`config.mk`:
```
export PLATFORM = sky130hd
export DESIGN_NAME = fpu_mul_result_queue_flat
export DESIGN_NICKNAME = d
export VERILOG_FILES = /design/src/rtl/fpu_mul_result_queue_if.sv /design/src/rtl/fpu_mul_result_queue.sv /design/src/flat_wrapper.sv
export SDC_FILE = /design/constraint.sdc
export NUM_CORES = 1
export LEC_CHECK = 0
export CAP_MARGIN = 20
export CORE_UTILIZATION = 59
export DETAILED_ROUTE_END_ITERATION = 7
export GPL_TIMING_DRIVEN = 0
export PLACE_DENSITY = 0.85
export SYNTH_ARGS = -nofsm -noshare
export SYNTH_HDL_FRONTEND = slang
export SYNTH_SLANG_ARGS = --single-unit
```
`constraint.sdc`:
```
create_clock -name clk -period 6.08 [get_ports clk]
set_input_delay 1.216 -clock clk [delete_from_list [all_inputs] [get_ports clk]]
set_output_delay 1.216 -clock clk [all_outputs]
set_load 0.02 [all_outputs]
```
`src/rtl/fpu_mul_result_queue_if.sv`:
```
// rtl/fpu_mul_result_queue_if.sv - producer/consumer handshake bundle for the FP32 multiplier result queue
interface fpu_mul_result_queue_if;
    logic        in_valid;
    logic        in_ready;
    logic [31:0] in_result;
    logic        in_error;
    logic        in_overflow;
    logic        out_valid;
    logic        out_ready;
    logic [31:0] out_result;
    logic        out_error;
    logic        out_overflow;
    logic [2:0]  out_class;

    modport master (
        output in_valid, in_result, in_error, in_overflow, out_ready,
        input  in_ready, out_valid, out_result, out_error, out_overflow, out_class
    );

    modport slave (
        input  in_valid, in_result, in_error, in_overflow, out_ready,
        output in_ready, out_valid, out_result, out_error, out_overflow, out_class
    );
endinterface

```
`src/rtl/fpu_mul_result_queue.sv`:
```
// rtl/fpu_mul_result_queue.sv - classifying FIFO with sticky status for FP32 multiplier products
module fpu_mul_result_queue #(
    parameter int DEPTH = 4,
    parameter int CNT_W = 8
) (
    input  logic                     clk,
    input  logic                     rst_n,
    fpu_mul_result_queue_if.slave    q,
    input  logic                     clear_flags,
    output logic [$clog2(DEPTH):0]   occupancy,
    output logic                     flag_error_sticky,
    output logic                     flag_overflow_sticky,
    output logic [CNT_W-1:0]         err_count
);
    localparam int AW = $clog2(DEPTH);
    localparam logic [AW:0]      FULL_CNT = (AW+1)'(DEPTH);
    localparam logic [CNT_W-1:0] CNT_MAX  = '1;
    localparam logic [CNT_W-1:0] CNT_ONE  = CNT_W'(1);

    // Entry layout: {result[31:0], error, overflow, class[2:0]}
    logic [36:0]      mem_q [DEPTH];
    logic [AW-1:0]    wptr_q, wptr_d;
    logic [AW-1:0]    rptr_q, rptr_d;
    logic [AW:0]      count_q, count_d;
    logic             ferr_q, ferr_d;
    logic             fovf_q, fovf_d;
    logic [CNT_W-1:0] cnt_q, cnt_d;
    logic             push, pop;
    logic [36:0]      head;

    // IEEE-754 class of a product word; the sign bit is deliberately ignored
    function automatic logic [2:0] classify(input logic [31:0] w);
        logic exp_zero, exp_ones, frac_zero;
        exp_zero  = (w[30:23] == 8'h00);
        exp_ones  = (w[30:23] == 8'hFF);
        frac_zero = (w[22:0] == 23'd0);
        if (exp_zero)      classify = frac_zero ? 3'b001 : 3'b100;
        else if (exp_ones) classify = frac_zero ? 3'b010 : 3'b011;
        else               classify = 3'b000;
    endfunction

    assign q.in_ready  = (count_q != FULL_CNT);
    assign q.out_valid = (count_q != '0);
    assign push        = q.in_valid & q.in_ready;
    assign pop         = q.out_valid & q.out_ready;
    assign occupancy   = count_q;

    // Outputs come only from stored entries, forced to zero when the queue is empty
    assign head           = q.out_valid ? mem_q[rptr_q] : '0;
    assign q.out_result   = head[36:5];
    assign q.out_error    = head[4];
    assign q.out_overflow = head[3];
    assign q.out_class    = head[2:0];

    assign flag_error_sticky    = ferr_q;
    assign flag_overflow_sticky = fovf_q;
    assign err_count            = cnt_q;

    // Entry storage; contents need no reset because count gates visibility
    always_ff @(posedge clk) begin
        if (push) begin
            mem_q[wptr_q] <= {q.in_result, q.in_error, q.in_overflow, classify(q.in_result)};
        end
    end

    // Next-state for pointers, occupancy and status; a setting push beats a same-cycle clear
    always_comb begin
        wptr_d  = wptr_q;
        rptr_d  = rptr_q;
        count_d = count_q;
        ferr_d  = ferr_q;
        fovf_d  = fovf_q;
        cnt_d   = cnt_q;
        if (push) wptr_d = wptr_q + 1'b1;
        if (pop)  rptr_d = rptr_q + 1'b1;
        case ({push, pop})
            2'b10:   count_d = count_q + 1'b1;
            2'b01:   count_d = count_q - 1'b1;
            default: count_d = count_q;
        endcase
        if (clear_flags) begin
            ferr_d = push & q.in_error;
            fovf_d = push & q.in_overflow;
            cnt_d  = (push & q.in_error) ? CNT_ONE : '0;
        end else begin
            ferr_d = ferr_q | (push & q.in_error);
            fovf_d = fovf_q | (push & q.in_overflow);
            if (push && q.in_error && cnt_q != CNT_MAX) cnt_d = cnt_q + 1'b1;
        end
    end

    // Control and status registers with synchronous active-low reset
    always_ff @(posedge clk) begin
        if (!rst_n) begin
            wptr_q  <= '0;
            rptr_q  <= '0;
            count_q <= '0;
            ferr_q  <= 1'b0;
            fovf_q  <= 1'b0;
            cnt_q   <= '0;
        end else begin
            wptr_q  <= wptr_d;
            rptr_q  <= rptr_d;
            count_q <= count_d;
            ferr_q  <= ferr_d;
            fovf_q  <= fovf_d;
            cnt_q   <= cnt_d;
        end
    end
endmodule

```
`src/flat_wrapper.sv`:
```
// flat-port wrapper written by rule: the top's interface ports become plain ports
module fpu_mul_result_queue_flat 
#(
    parameter int DEPTH = 4,
    parameter int CNT_W = 8
)
  (clk, rst_n, clear_flags, occupancy, flag_error_sticky, flag_overflow_sticky, err_count, q_in_valid, q_in_result, q_in_error, q_in_overflow, q_out_ready, q_in_ready, q_out_valid, q_out_result, q_out_error, q_out_overflow, q_out_class);
  fpu_mul_result_queue_if q_i ();
  input  logic clk;
  input  logic rst_n;
  input  logic clear_flags;
  output logic [$clog2(DEPTH):0] occupancy;
  output logic flag_error_sticky;
  output logic flag_overflow_sticky;
  output logic [CNT_W-1:0] err_count;
  input wire logic [$bits(q_i.in_valid)-1:0] q_in_valid;
  input wire logic [$bits(q_i.in_result)-1:0] q_in_result;
  input wire logic [$bits(q_i.in_error)-1:0] q_in_error;
  input wire logic [$bits(q_i.in_overflow)-1:0] q_in_overflow;
  input wire logic [$bits(q_i.out_ready)-1:0] q_out_ready;
  output wire logic [$bits(q_i.in_ready)-1:0] q_in_ready;
  output wire logic [$bits(q_i.out_valid)-1:0] q_out_valid;
  output wire logic [$bits(q_i.out_result)-1:0] q_out_result;
  output wire logic [$bits(q_i.out_error)-1:0] q_out_error;
  output wire logic [$bits(q_i.out_overflow)-1:0] q_out_overflow;
  output wire logic [$bits(q_i.out_class)-1:0] q_out_class;
  assign q_i.in_valid = q_in_valid;
  assign q_i.in_result = q_in_result;
  assign q_i.in_error = q_in_error;
  assign q_i.in_overflow = q_in_overflow;
  assign q_i.out_ready = q_out_ready;
  assign q_in_ready = q_i.in_ready;
  assign q_out_valid = q_i.out_valid;
  assign q_out_result = q_i.out_result;
  assign q_out_error = q_i.out_error;
  assign q_out_overflow = q_i.out_overflow;
  assign q_out_class = q_i.out_class;
  fpu_mul_result_queue #(.DEPTH(DEPTH), .CNT_W(CNT_W)) u_core (.clk(clk), .rst_n(rst_n), .q(q_i), .clear_flags(clear_flags), .occupancy(occupancy), .flag_error_sticky(flag_error_sticky), .flag_overflow_sticky(flag_overflow_sticky), .err_count(err_count));
endmodule
```
# [After elaboration in Yosys (flattened, before gate mapping)]
# Memories as Yosys holds them, arrays and structs flattened. A register that Yosys moved wholly into a read port is not among the register bits.
# Cells that the tools add are included.
[word_totals] mem_count=1 ff_bits=17 inputBits=39 wordCells=46 ram_bits=148 output_inout_bits=52
[classes] n_eq_ne=5 n_reduce_logical=7 mux=16 bitwise_logic=6 n_addsub=5
[mem_list] name="u_core.mem_q" words=4 word_bits=37 rd=1 rd_ports_with_merged_regs=1 wr=1 line="fpu_mul_result_queue.sv:21" source="logic [36:0] mem_q [DEPTH];"
[op_table] op="37-bit 2-to-1 mux" n=1
[op_table] op="23-bit logical NOT" n=1
[op_table] op="8-bit 2-to-1 mux" n=2
[op_table] op="3-bit 2-to-1 mux" n=4
[op_table] op="8-bit by 1-bit adder with 8-bit output (second input constant)" n=1
[op_table] op="8-bit == test (second input constant)" n=1
[op_table] op="8-bit logical NOT" n=1
[op_table] op="8-bit inequality test (second input constant)" n=1
[op_table] op="1-bit 2-to-1 mux" n=6
[op_table] op="3-bit case mux with 2 select lines" n=1
[op_table] op="2-bit by 1-bit adder with 2-bit output (second input constant)" n=2
[op_table] op="1-bit bitwise AND" n=4
[op_table] op="2-bit 2-to-1 mux" n=2
[op_table] op="2-bit nonzero test" n=2
[op_table] op="3-bit by 1-bit adder with 3-bit output (second input constant)" n=1
[op_table] op="3-bit inequality test (second input constant)" n=1
[op_table] op="3-bit nonzero test" n=1
[op_table] op="3-bit by 1-bit subtractor with 3-bit output (second input constant)" n=1
[op_table] op="2-bit by 1-bit == test with 1-bit output (second input constant)" n=1
[op_table] op="2-bit == test (second input constant)" n=1
[op_table] op="1-bit logical AND" n=2
[op_table] op="1-bit OR" n=2

# [Logic depth before layout (Yosys ltp)]
# Gate-level depths: netlist of the first run.
[logic_depth] depth_word=6 depth_mapped=11 mapped_depth_nobuf=10

# [Least setup slack after synthesis of the first run]
# Ideal clock, no wire load.
[synth_timing] kind="in2reg" start="in q_in_valid" end="reg u_core.count_q[2] (netlist: u_core.occupancy[2])" path_stages=9 required_ns=6.004 slack_ns=3.332 n_path_buf=1 setup_time_ns=0.076 arrival_ns=2.673 path_cell_list="and2_1 > clkbuf_1 > inv_1 > ha_1 > inv_1 > fa_1 > xor2_1 > or3_1 > a21boi_0"
[synth_via] elab_chain_cells=3 word_cells_on_any_way=5 cone_classes="2 x eq/ne; 1 x mux; 1 x bitwise; 1 x reduce/logical"
[synth_rtl] element="start, declared" line="flat_wrapper.sv:16" source="input wire logic [$bits(q_i.in_valid)-1:0] q_in_valid;"
[synth_rtl] element="1-bit bitwise AND *" line="fpu_mul_result_queue.sv:44" source="assign push = q.in_valid & q.in_ready;"
[synth_rtl] element="2-bit by 1-bit == test with 1-bit output or 2-bit == test (tied branches)" line="fpu_mul_result_queue.sv:76" source="case ({push, pop})"
[synth_rtl] element="3-bit case mux with 2 select lines or 2-bit nonzero test (tied branches)"
[synth_rtl] element="end signal, assigned" line="fpu_mul_result_queue.sv:104" source="count_q <= count_d;"
[synth_rtl] element="end, declared" line="fpu_mul_result_queue.sv:24" source="logic [AW:0] count_q, count_d;"
# Every way passes the cells marked *; elsewhere a longest branch is shown, timed or not.
# A chain may end at the register's enable or synchronous reset.

# [Worst setup path after layout of the first run]
[layout_timing] start="reg u_core.count_q[0] (netlist: u_core.occupancy[0])" end="out q_out_result[16]"
[layout_via] elab_chain_cells=2
[layout_rtl] element="3-bit nonzero test" line="fpu_mul_result_queue.sv:43" source="assign q.out_valid = (count_q != '0);"
[layout_rtl] element="37-bit 2-to-1 mux" line="fpu_mul_result_queue.sv:49" source="assign head = q.out_valid ? mem_q[rptr_q] : '0;"
[layout_rtl] element="end, declared" line="flat_wrapper.sv:23" source="output wire logic [$bits(q_i.out_result)-1:0] q_out_result;"
# Every way passes these cells.

==> results.toml, run 1 <==
[run_status]
status = "finished clean"

[layout]
final_cell_mix = "edfxtp_1 (148), clkdlybuf4s50_1 (90), and2_1 (45)"
fin_nets = 523
area_growth_pct = 26.46
diodes = 0
nFillCells = 596
final_cells = 630
layout_commonest_cell = "edfxtp_1"
layout-drive-gt1-share_pct = 18.37

[drt]
vias = 3735
drt-total-wl_mm = 13.22
vias_per_cell = 5.929
wire_per_inst_um = 20.99
drc = 0
ant_nets = 0
first_pass_iters = 5
drtIter0Drc = 239

[synthesis]
synth-edff-count = 148
synth-xor-area-share_pct = 0.6551
syn_area_um2 = 6685
synth_compound_area_share_pct = 1.759
synth_top_family_by_area = "multiplexers"
async_reset_ff_share_pct = 0
yosysWarnings = 0
synth_cell_types = 41
yosys.area_share.simple_pct = 9.358
ys_seq_area_share_pct = 72.17
synthAdderAreaFrac_pct = 1.422
syn_inst = 364
muxShareOfSynthArea_pct = 12.93
ys_ff_latch = 167
syn_nets = 410
synth.avg_cell_area_um2 = 18.37
synth_ff_type = "edfxtp_1"

[power_and_ir_drop]
power.leakage_nw = 2.757
power_mw = 3.772
switching_power_mw = 1.113
share_comb_of_total_power_pct = 34.2
cellPowerDensity_nw_per_um2 = 446.2
seq_power_share_pct = 37.7
clock_power_share_pct = 28.1
peakVddDrop_mv = 0.2666
swShare_pct = 29.49
internal_power_mw = 2.660

[place]
dp_cells = 598
numPortBuffers = 90
dp_slack_ns = 2.608
hpwlAfterDp_mm = 8.236
gp_congestion = 0.8146

[critical_path]
path_cells = "or3_1, clkbuf_1, clkbuf_1, and2_1, clkdlybuf4s50_1"
crit_path_end_kind = "output pin"
worstPathRequired_ns = 4.86
cp_common_cell = "clkbuf_1"
worstSetupStartpointType = "register"
cp_slowest_cell = "clkdlybuf4s50_1"
cp.arrival_ns = 2.66
ff2ff_path_depth = 11
crit_type = "reg2out"
path_max_fanout = 10
crit_path_max_incr_delay_ns = 0.62

[die]
dieWidth_um = 108.4
core-area_um2 = 10940
rows = 38
io-pin-count = 91
die_h_um = 108.4
initial_utilization_pct = 61.13
dieArea_um2 = 11760

[sta]
final_hold_viol_count = 0
setup_viol = 0
tns_ns = 0
fmax_mhz = 258.3
worst_hold_slack_ns = 0.4879
period_minus_slack_ns = 3.871
rsz0062_at_grt = "no"
relSlewSlack_pct = 66.32
timing.final.max_slew_violations = 0
worst_slack_ns = 2.209
clock_skew_ns = 0.009288
worst_pin_slew_ns = 0.5051
finalCritPeriodShare_pct = 63.67

[grt]
grt_usage_pct = 24.65
grt_max_degree = 25
grt_pass1_wl_mm = 20.28
antenna_found_initial = 0
grt_pass1_vias = 3810
gr-total-overflow = 0

[clocking]
cts_tree = "yes"
post_cts.repair.setup_buffers = 0
numCtsBuffers = 17
clk_pin_slew_ns = 0.06
postCtsHoldBufs = 0
cts.sinks = 167
clockBufferDepth = 2
htreeDepth = 4
clkLatencyLatePin_ns = 0.42
clockRootBuffer = "clkbuf_16"
ctsResizeCount = 0

[job]
maxCapViolCount = 0

[min_path]
whs_path_depth = 2
worstHoldPathType = "reg2reg"
-- power by group through the flow --
| stage | clock [mW] | sequential [mW] | combinational, mW |
|---|---|---|---|
| 3_5_place_dp | 0 | 1.44 | 1.30 |
| 4_1_cts | 1.07 | 1.42 | 1.31 |
| 2_1_floorplan | 0 | 1.45 | 0.750 |
| 5_1_grt | 1.11 | 1.43 | 1.38 |
| 6_report | 1.06 | 1.42 | 1.29 |
| 3_3_place_gp | 0 | 1.44 | 1.26 |
-- metrics by stage --
stage | utilization, % | instance area, um2
2_1_floorplan | - | 6685
3_3_place_gp | 70.97 | 7761
3_5_place_dp | 71.89 | 7861
4_1_cts | 77.31 | 8454
5_1_grt | 77.31 | 8454
6_report | 77.31 | 8454
-- cell type report --
cell class | instances | area [um2] | share of cell area [%]
plain buffers | 14 | 87.58 | 1.036
clock buffers | 22 | 474.2 | 5.609
clock inverters | 10 | 118.9 | 1.406
inverters | 7 | 26.28 | 0.3108
multi-input cells | 176 | 1752 | 20.72
flip-flops and latches | 167 | 4825 | 57.07
well taps | 140 | 175.2 | 2.072
repair buffers | 94 | 996.0 | 11.78
-- Yosys cell counts, types with 6 or more instances --
cell type / number / area, um2
clkbuf_1: 6 / 22.52
nor2_1: 6 / 22.52
mux4_2: 37 / 833.3
nand3_1: 6 / 30.03
and2_1: 45 / 281.5
nor2b_1: 6 / 37.54
nand2_1: 10 / 37.54
inv_1: 6 / 22.52
and3_1: 6 / 37.54
edfxtp_1: 148 / 4444
dfxtp_1: 19 / 380.4
nor4_1: 8 / 50.05
ha_1: 6 / 75.07
-- flip-flops by register name (all words and copies together), names as in the netlist, named ones only --
| register | cells |
|---|---|
| u_core.err_count | 8 |
| u_core.flag_error_sticky | 1 |
| u_core.flag_overflow_sticky | 1 |
| u_core.mem_q | 148 |
| u_core.occupancy | 3 |
| u_core.rptr_q | 2 |
| u_core.wptr_q | 2 |
-- path summary, 6_finish.rpt --
| kind | start | to | slack [ns] |
|---|---|---|---|
| worst max-delay path | u_core.occupancy[0] | q_out_result[16] | 2.21 |
| worst min-delay path | u_core.flag_error_sticky | u_core.flag_error_sticky | 0.49 |
| worst max register to register | u_core.occupancy[0] | u_core.occupancy[2] | 3.54 |
| worst min register to register | u_core.flag_error_sticky | u_core.flag_error_sticky | 0.49 |
-- worst max-delay path, delay by kind of cell, from the launching register on --
kind                   cells  cell delay (ns)
buffers and inverters      3             1.37
AND/OR/NAND/NOR            2             0.43
flip-flops                 1             0.43
-- kinds of logic (layout without fill, tap and decap cells) --
| group | after synthesis | in the layout |
|---|---|---|
| simple gates | 105 | 105 |
| compound gates | 19 | 19 |
| xor+xnor | 5 | 5 |
| fa+ha+maj | 7 | 7 |
| mux | 40 | 40 |
| buf+inv | 21 | 147 |
| flops | 167 | 167 |
-- metal layers --
| metal | global-route usage, % | up-vias | part of all wire (%) |
|---|---|---|---|
| li1 | - | 1666 | - |
| met1 | 29.23 | 1905 | 38 |
| met2 | 42.77 | 145 | 55 |
| met3 | 6.148 | 19 | 5.5 |
| met4 | 10.62 | 0 | 2.0 |
| met5 | 0 | - | 0 |
Note: power is estimated with default switching activity, not from simulation.
==> run 2: changes to the inputs <==
--- a/config.mk
+++ b/config.mk
@@ -6,10 +6,10 @@
 export NUM_CORES = 1
 export LEC_CHECK = 0
 export CAP_MARGIN = 20
-export CORE_UTILIZATION = 59
+export CORE_UTILIZATION = 49
 export DETAILED_ROUTE_END_ITERATION = 7
 export GPL_TIMING_DRIVEN = 0
-export PLACE_DENSITY = 0.85
+export PLACE_DENSITY = 0.75
 export SYNTH_ARGS = -nofsm -noshare
 export SYNTH_HDL_FRONTEND = slang
 export SYNTH_SLANG_ARGS = --single-unit
==> constraint.sdc (replaced) <==
create_clock -name clk -period 3.5 [get_ports clk]
set_input_delay 0.7 -clock clk [delete_from_list [all_inputs] [get_ports clk]]
set_output_delay 0.7 -clock clk [all_outputs]
set_load 0.02 [all_outputs]
==> run 2 against run 1 <==
Against the previous run: clock skew is 0.0022 ns lower; sequential cell count is the same; setup slack got worse by 1.9 ns; total power is 77% higher; sequential power grew 74%; register-to-register slack got worse by 2.6 ns; non-clock buffer count stayed put; critical path type unchanged; sequential share of layout area is 0.50 points lower; core utilization decreased by 13 points; cell area grew 0.89%; routed wire length fell by 2.7%; via count is 1.9% lower.
==> results.toml, run 2 (synthesized netlist as in run 1, its figures left out) <==
[run_status]
status = "finished clean"

[drt]
drt-total-wl_mm = 12.87
first_pass_iters = 4
vias_per_cell = 5.500
drtIter0Drc = 238
wire_per_inst_um = 19.32
ant_nets = 0
vias = 3663
drc = 0

[critical_path]
crit_type = "reg2out"
ff2ff_path_depth = 11
worstSetupStartpointType = "register"
path_max_fanout = 10
worstPathRequired_ns = 2.80
crit_path_end_kind = "output pin"
cp.arrival_ns = 2.53

[layout]
layout_commonest_cell = "edfxtp_1"
multi_input_area_um2 = 1752
largest_reg_flops = 148
area_growth_pct = 27.59
diodes = 0
nFillCells = 913
design_area_um2 = 8529
fin_nets = 523
layout-drive-gt1-share_pct = 18.16
seq_area_um2 = 4825
regMostFlops = "u_core.mem_q"
final_cell_mix = "edfxtp_1 (148), clkdlybuf4s50_1 (90), and2_1 (45)"

[clocking]
numCtsBuffers = 17
post_cts.repair.setup_buffers = 0
clockBufferDepth = 2
clkLatencyLatePin_ns = 0.42
htreeDepth = 4
clockRootBuffer = "clkbuf_16"
cts_tree = "yes"
clk_pin_slew_ns = 0.06
cts.sinks = 167

[grt]
antenna_found_initial = 0
grt_pass1_vias = 3800
grt_usage_pct = 19.41
gr-total-overflow = 0
grt_pass1_wl_mm = 20.00
grt_max_degree = 34

[place]
gp_congestion = 0.7630
placed_cell_area_um2 = 7891
hpwlAfterDp_mm = 8.009
numPortBuffers = 90

[sta]
clock_skew_ns = 0.007129
period_minus_slack_ns = 3.229
setup_viol = 0
worst_pin_slew_ns = 0.4661
rsz0062_at_grt = "no"
tns_ns = 0
finalCritPeriodShare_pct = 92.27
relSlewSlack_pct = 68.93
timing.final.max_slew_violations = 0
final_hold_viol_count = 0
fmax_mhz = 309.7
worst_hold_slack_ns = 0.5178

[die]
initial_utilization_pct = 50.28
dieArea_um2 = 14110
die_h_um = 118.8
io-pin-count = 91
rows = 42
core-area_um2 = 13300
dieWidth_um = 118.8

[power_and_ir_drop]
switching_power_mw = 1.905
internal_power_mw = 4.771
cellPowerDensity_nw_per_um2 = 782.6
peakVddDrop_mv = 0.3824
share_comb_of_total_power_pct = 33.3
swShare_pct = 28.53
clock_power_share_pct = 29.7
seq_power_share_pct = 37.0
power.leakage_nw = 2.774

[min_path]
worstHoldPathType = "reg2reg"
whs_path_depth = 2

[job]
maxCapViolCount = 0
## run 2: cell types whose count changed in the layout (fill, tap and decap cells not counted)
cell,delta
bufinv_16,+3
clkbuf_8,-3
clkinv_1,+3
buf_12,+2
buf_16,-2
clkbuf_1,-2
clkbuf_2,+2
clkinv_2,-2
clkinvlp_4,-1
## run 2: worst max-delay path: stages, from the launching register on
cell and delay (ns):
dfxtp_1 0.44, or3_1 0.20, clkbuf_1 0.39, clkbuf_2 0.31
and2_1 0.17, clkdlybuf4s50_1 0.60
## run 2: power by group through the flow
stage | clock network (mW) | registers [mW] | logic (mW)
final | 1.99 | 2.47 | 2.22
after floorplan | 0 | 2.51 | 1.30
after global routing | 2.09 | 2.49 | 2.38
after detailed placement | 0 | 2.51 | 2.24
after global placement | 0 | 2.50 | 2.19
after CTS | 2.01 | 2.47 | 2.26
## run 2: area by class of cell
| cell class | instances | share of cell area [%] |
|---|---|---|
| Tap cell | 176 | 2.582 |
| Buffer | 14 | 1.056 |
| Multi-Input combinational cell | 176 | 20.54 |
| Clock inverter | 13 | 2.376 |
| Inverter | 7 | 0.3081 |
| Sequential cell | 167 | 56.56 |
| Clock buffer | 19 | 5.076 |
| Timing Repair Buffer | 94 | 11.50 |
## run 2: stage by stage
step           setup slack (ns)  utilization [%]  std cells  total power [mW]
4_1_cts                 0.06606            64.14        666             6.747
3_5_place_dp             0.5476            59.35        634             4.749
5_1_grt                 0.03176            64.15        666             6.958
6_report                 0.2707            64.15        666             6.675
2_1_floorplan             1.032                -        364             3.815
3_3_place_gp             0.2396            58.71        630             4.693
## run 2: path summary, 6_finish.rpt
| check | startpoint | endpoint | slack (ns) |
|---|---|---|---|
| max | u_core.occupancy[0] | q_out_result[16] | 0.27 |
| min | u_core.err_count[2] | u_core.err_count[2] | 0.52 |
| min reg2reg | u_core.err_count[2] | u_core.err_count[2] | 0.52 |
| max reg2reg | u_core.occupancy[2] | u_core.occupancy[2] | 0.96 |
## run 2: routing by layer
metal | GRT usage [%] | part of all wire [%] | routed length, um
met5 | 0 | 0 | 0
met4 | 7.674 | 1.4 | 179
met3 | 4.826 | 4.7 | 601
met2 | 32.05 | 52 | 6654
met1 | 24.70 | 42 | 5431
## run 2: timing repair
| action | CTS | global route |
|---|---|---|
| hold buffers | 0 | 0 |
| setup endpoints to repair | 0 | 20 |
| gates resized for setup | 0 | 4 |
==> run 3: changes to the inputs <==
--- a/config.mk
+++ b/config.mk
@@ -6,10 +6,10 @@
 export NUM_CORES = 1
 export LEC_CHECK = 0
 export CAP_MARGIN = 20
-export CORE_UTILIZATION = 49
+export CORE_UTILIZATION = 54
 export DETAILED_ROUTE_END_ITERATION = 7
 export GPL_TIMING_DRIVEN = 0
-export PLACE_DENSITY = 0.75
+export PLACE_DENSITY = 0.79
 export SYNTH_ARGS = -nofsm -noshare
 export SYNTH_HDL_FRONTEND = slang
 export SYNTH_SLANG_ARGS = --single-unit
==> constraint.sdc (replaced) <==
create_clock -name clk -period 3.6 [get_ports clk]
set_input_delay 0.72 -clock clk [delete_from_list [all_inputs] [get_ports clk]]
set_output_delay 0.72 -clock clk [all_outputs]
set_load 0.02 [all_outputs]
==> run 3 against run 2 <==
Against the previous run: setup slack worse by 0.067 ns; die area down 9.1%; sequential cell count unchanged; via count down 0.74%; sequential share of layout area down 0.083 points; register-to-register slack better by 0.11 ns.
==> results.toml, run 3 (synthesized netlist as in run 1, its figures left out) <==
[critical_path]
crit_start = "u_core.occupancy[0]"
path_delay_family = "buffers and inverters"
r2r-start = "u_core.occupancy[2]"
crit_path_end_kind = "output pin"
crit_type = "reg2out"
cp_common_cell = "clkbuf_1"
path_cells = "or3_1, clkbuf_1, clkbuf_1, and2_1, clkdlybuf4s50_1"
worstSetupStartpointType = "register"
path_max_fanout = 10
cp.arrival_ns = 2.68
crit_path_max_incr_delay_ns = 0.60
path_buf_inv = 3
cp_slowest_cell = "clkdlybuf4s50_1"
worstPathRequired_ns = 2.88

[min_path]
worstHoldPathType = "reg2reg"
min_from = "u_core.flag_error_sticky"

[sta]
setup_viol = 0
fmax_mhz = 294.4
rsz0062_at_grt = "no"
finalCritPeriodShare_pct = 94.35
clock_skew_ns = 0.01010
tns_ns = 0
worst_hold_slack_ns = 0.4898
final_hold_viol_count = 0
worst_pin_slew_ns = 0.5204
relSlewSlack_pct = 65.31
period_minus_slack_ns = 3.397
timing.final.max_slew_violations = 0

[layout]
final_cell_mix = "edfxtp_1 (148), clkdlybuf4s50_1 (90), and2_1 (45)"
regMostFlops = "u_core.mem_q"
layout-drive-gt1-share_pct = 18.78
fin_nets = 523
final_cells = 658
area_growth_pct = 27.77
nFillCells = 767
diodes = 0
final_core_util_pct = 70.82
largest_reg_flops = 148
layout_commonest_cell = "edfxtp_1"

[clocking]
clockRootBuffer = "clkbuf_16"
post_cts.repair.setup_buffers = 0
cts_tree = "yes"
clkLatencyLatePin_ns = 0.42
clk_pin_slew_ns = 0.06
htreeDepth = 4
postCtsHoldBufs = 0
numCtsBuffers = 17
cts.sinks = 167
clockBufferDepth = 2

[grt]
gr-total-overflow = 0
antenna_found_initial = 0
grt_max_degree = 26
grt_pass1_wl_mm = 19.65
grt_pass1_vias = 3657
grt_usage_pct = 21.51

[place]
dp_cells = 626
hpwlAfterDp_mm = 7.968
gp_congestion = 0.8324
numPortBuffers = 90

[power_and_ir_drop]
power_mw = 6.545
cellPowerDensity_nw_per_um2 = 766.2
power.leakage_nw = 2.782
peakVddDrop_mv = 0.4818

[drt]
vias_per_cell = 5.526
drtIter0Drc = 192
vias = 3636
drc = 0
ant_nets = 0
drt-total-wl_mm = 12.59
wire_per_inst_um = 19.14
first_pass_iters = 4

[die]
dieWidth_um = 113.3
dieArea_um2 = 12830
rows = 40
io-pin-count = 91
die_h_um = 113.3
core-area_um2 = 12060
initial_utilization_pct = 55.43

[job]
maxCapViolCount = 0

[run_status]
status = "finished clean"
-- run 3: per-stage QoR --
stage,cell area (um2),setup slack [ns]
3_3_place_gp,7796,0.2530
4_1_cts,8541,0.1263
2_1_floorplan,6685,1.132
6_report,8542,0.2035
3_5_place_dp,7881,0.5877
5_1_grt,8542,0.04097
-- run 3: worst paths after layout --
check / endpoint / slack (ns) / depth (start not counted)
hold reg to reg: u_core.flag_error_sticky / 0.49 / 2
hold / removal: u_core.flag_error_sticky / 0.49 / 2
setup reg to reg: u_core.occupancy[2] / 1.07 / 11
setup / recovery: q_out_result[18] / 0.20 / 5
-- run 3: routing by layer --
metal	GRT usage [%]	up-vias	part of all wire, %
li1	-	1663	-
met1	27.36	1866	42
met2	35.38	87	52
met3	5.999	20	4.2
met4	8.509	0	1.5
met5	0	-	0
-- run 3: timing repair --
action                     in CTS  in global routing
resized for setup               0                  2
hold endpoints to repair        0                  0
setup endpoints to repair       0                  1
-- run 3: worst reg2reg max path: stages, from the launching register on --
cell      delay (ns)
dfxtp_1         0.38
nor3b_2         0.32
inv_2           0.12
and2_1          0.17
clkbuf_1        0.15
inv_1           0.08
ha_1            0.17
inv_1           0.06
fa_1            0.37
xor2_1          0.16
or3_1           0.29
a21boi_0        0.17
-- run 3: area by class of cell --
class,count,area (um2),area share (%)
tap,168,210.2,2.461
timing repair buffer,94,980.9,11.48
sequential,167,4825,56.48
buffer,14,88.84,1.040
multi-input combinational,176,1752,20.51
inverter,7,26.28,0.3076
clock inverter,14,230.2,2.695
clock buffer,18,429.2,5.024
-- run 3: where the power goes --
| group | switching, mW | internal [mW] | total (mW) |
|---|---|---|---|
| sequential | 0.0683 | 2.33 | 2.40 |
| combinational | 1.08 | 1.08 | 2.16 |
| clock | 0.692 | 1.29 | 1.99 |
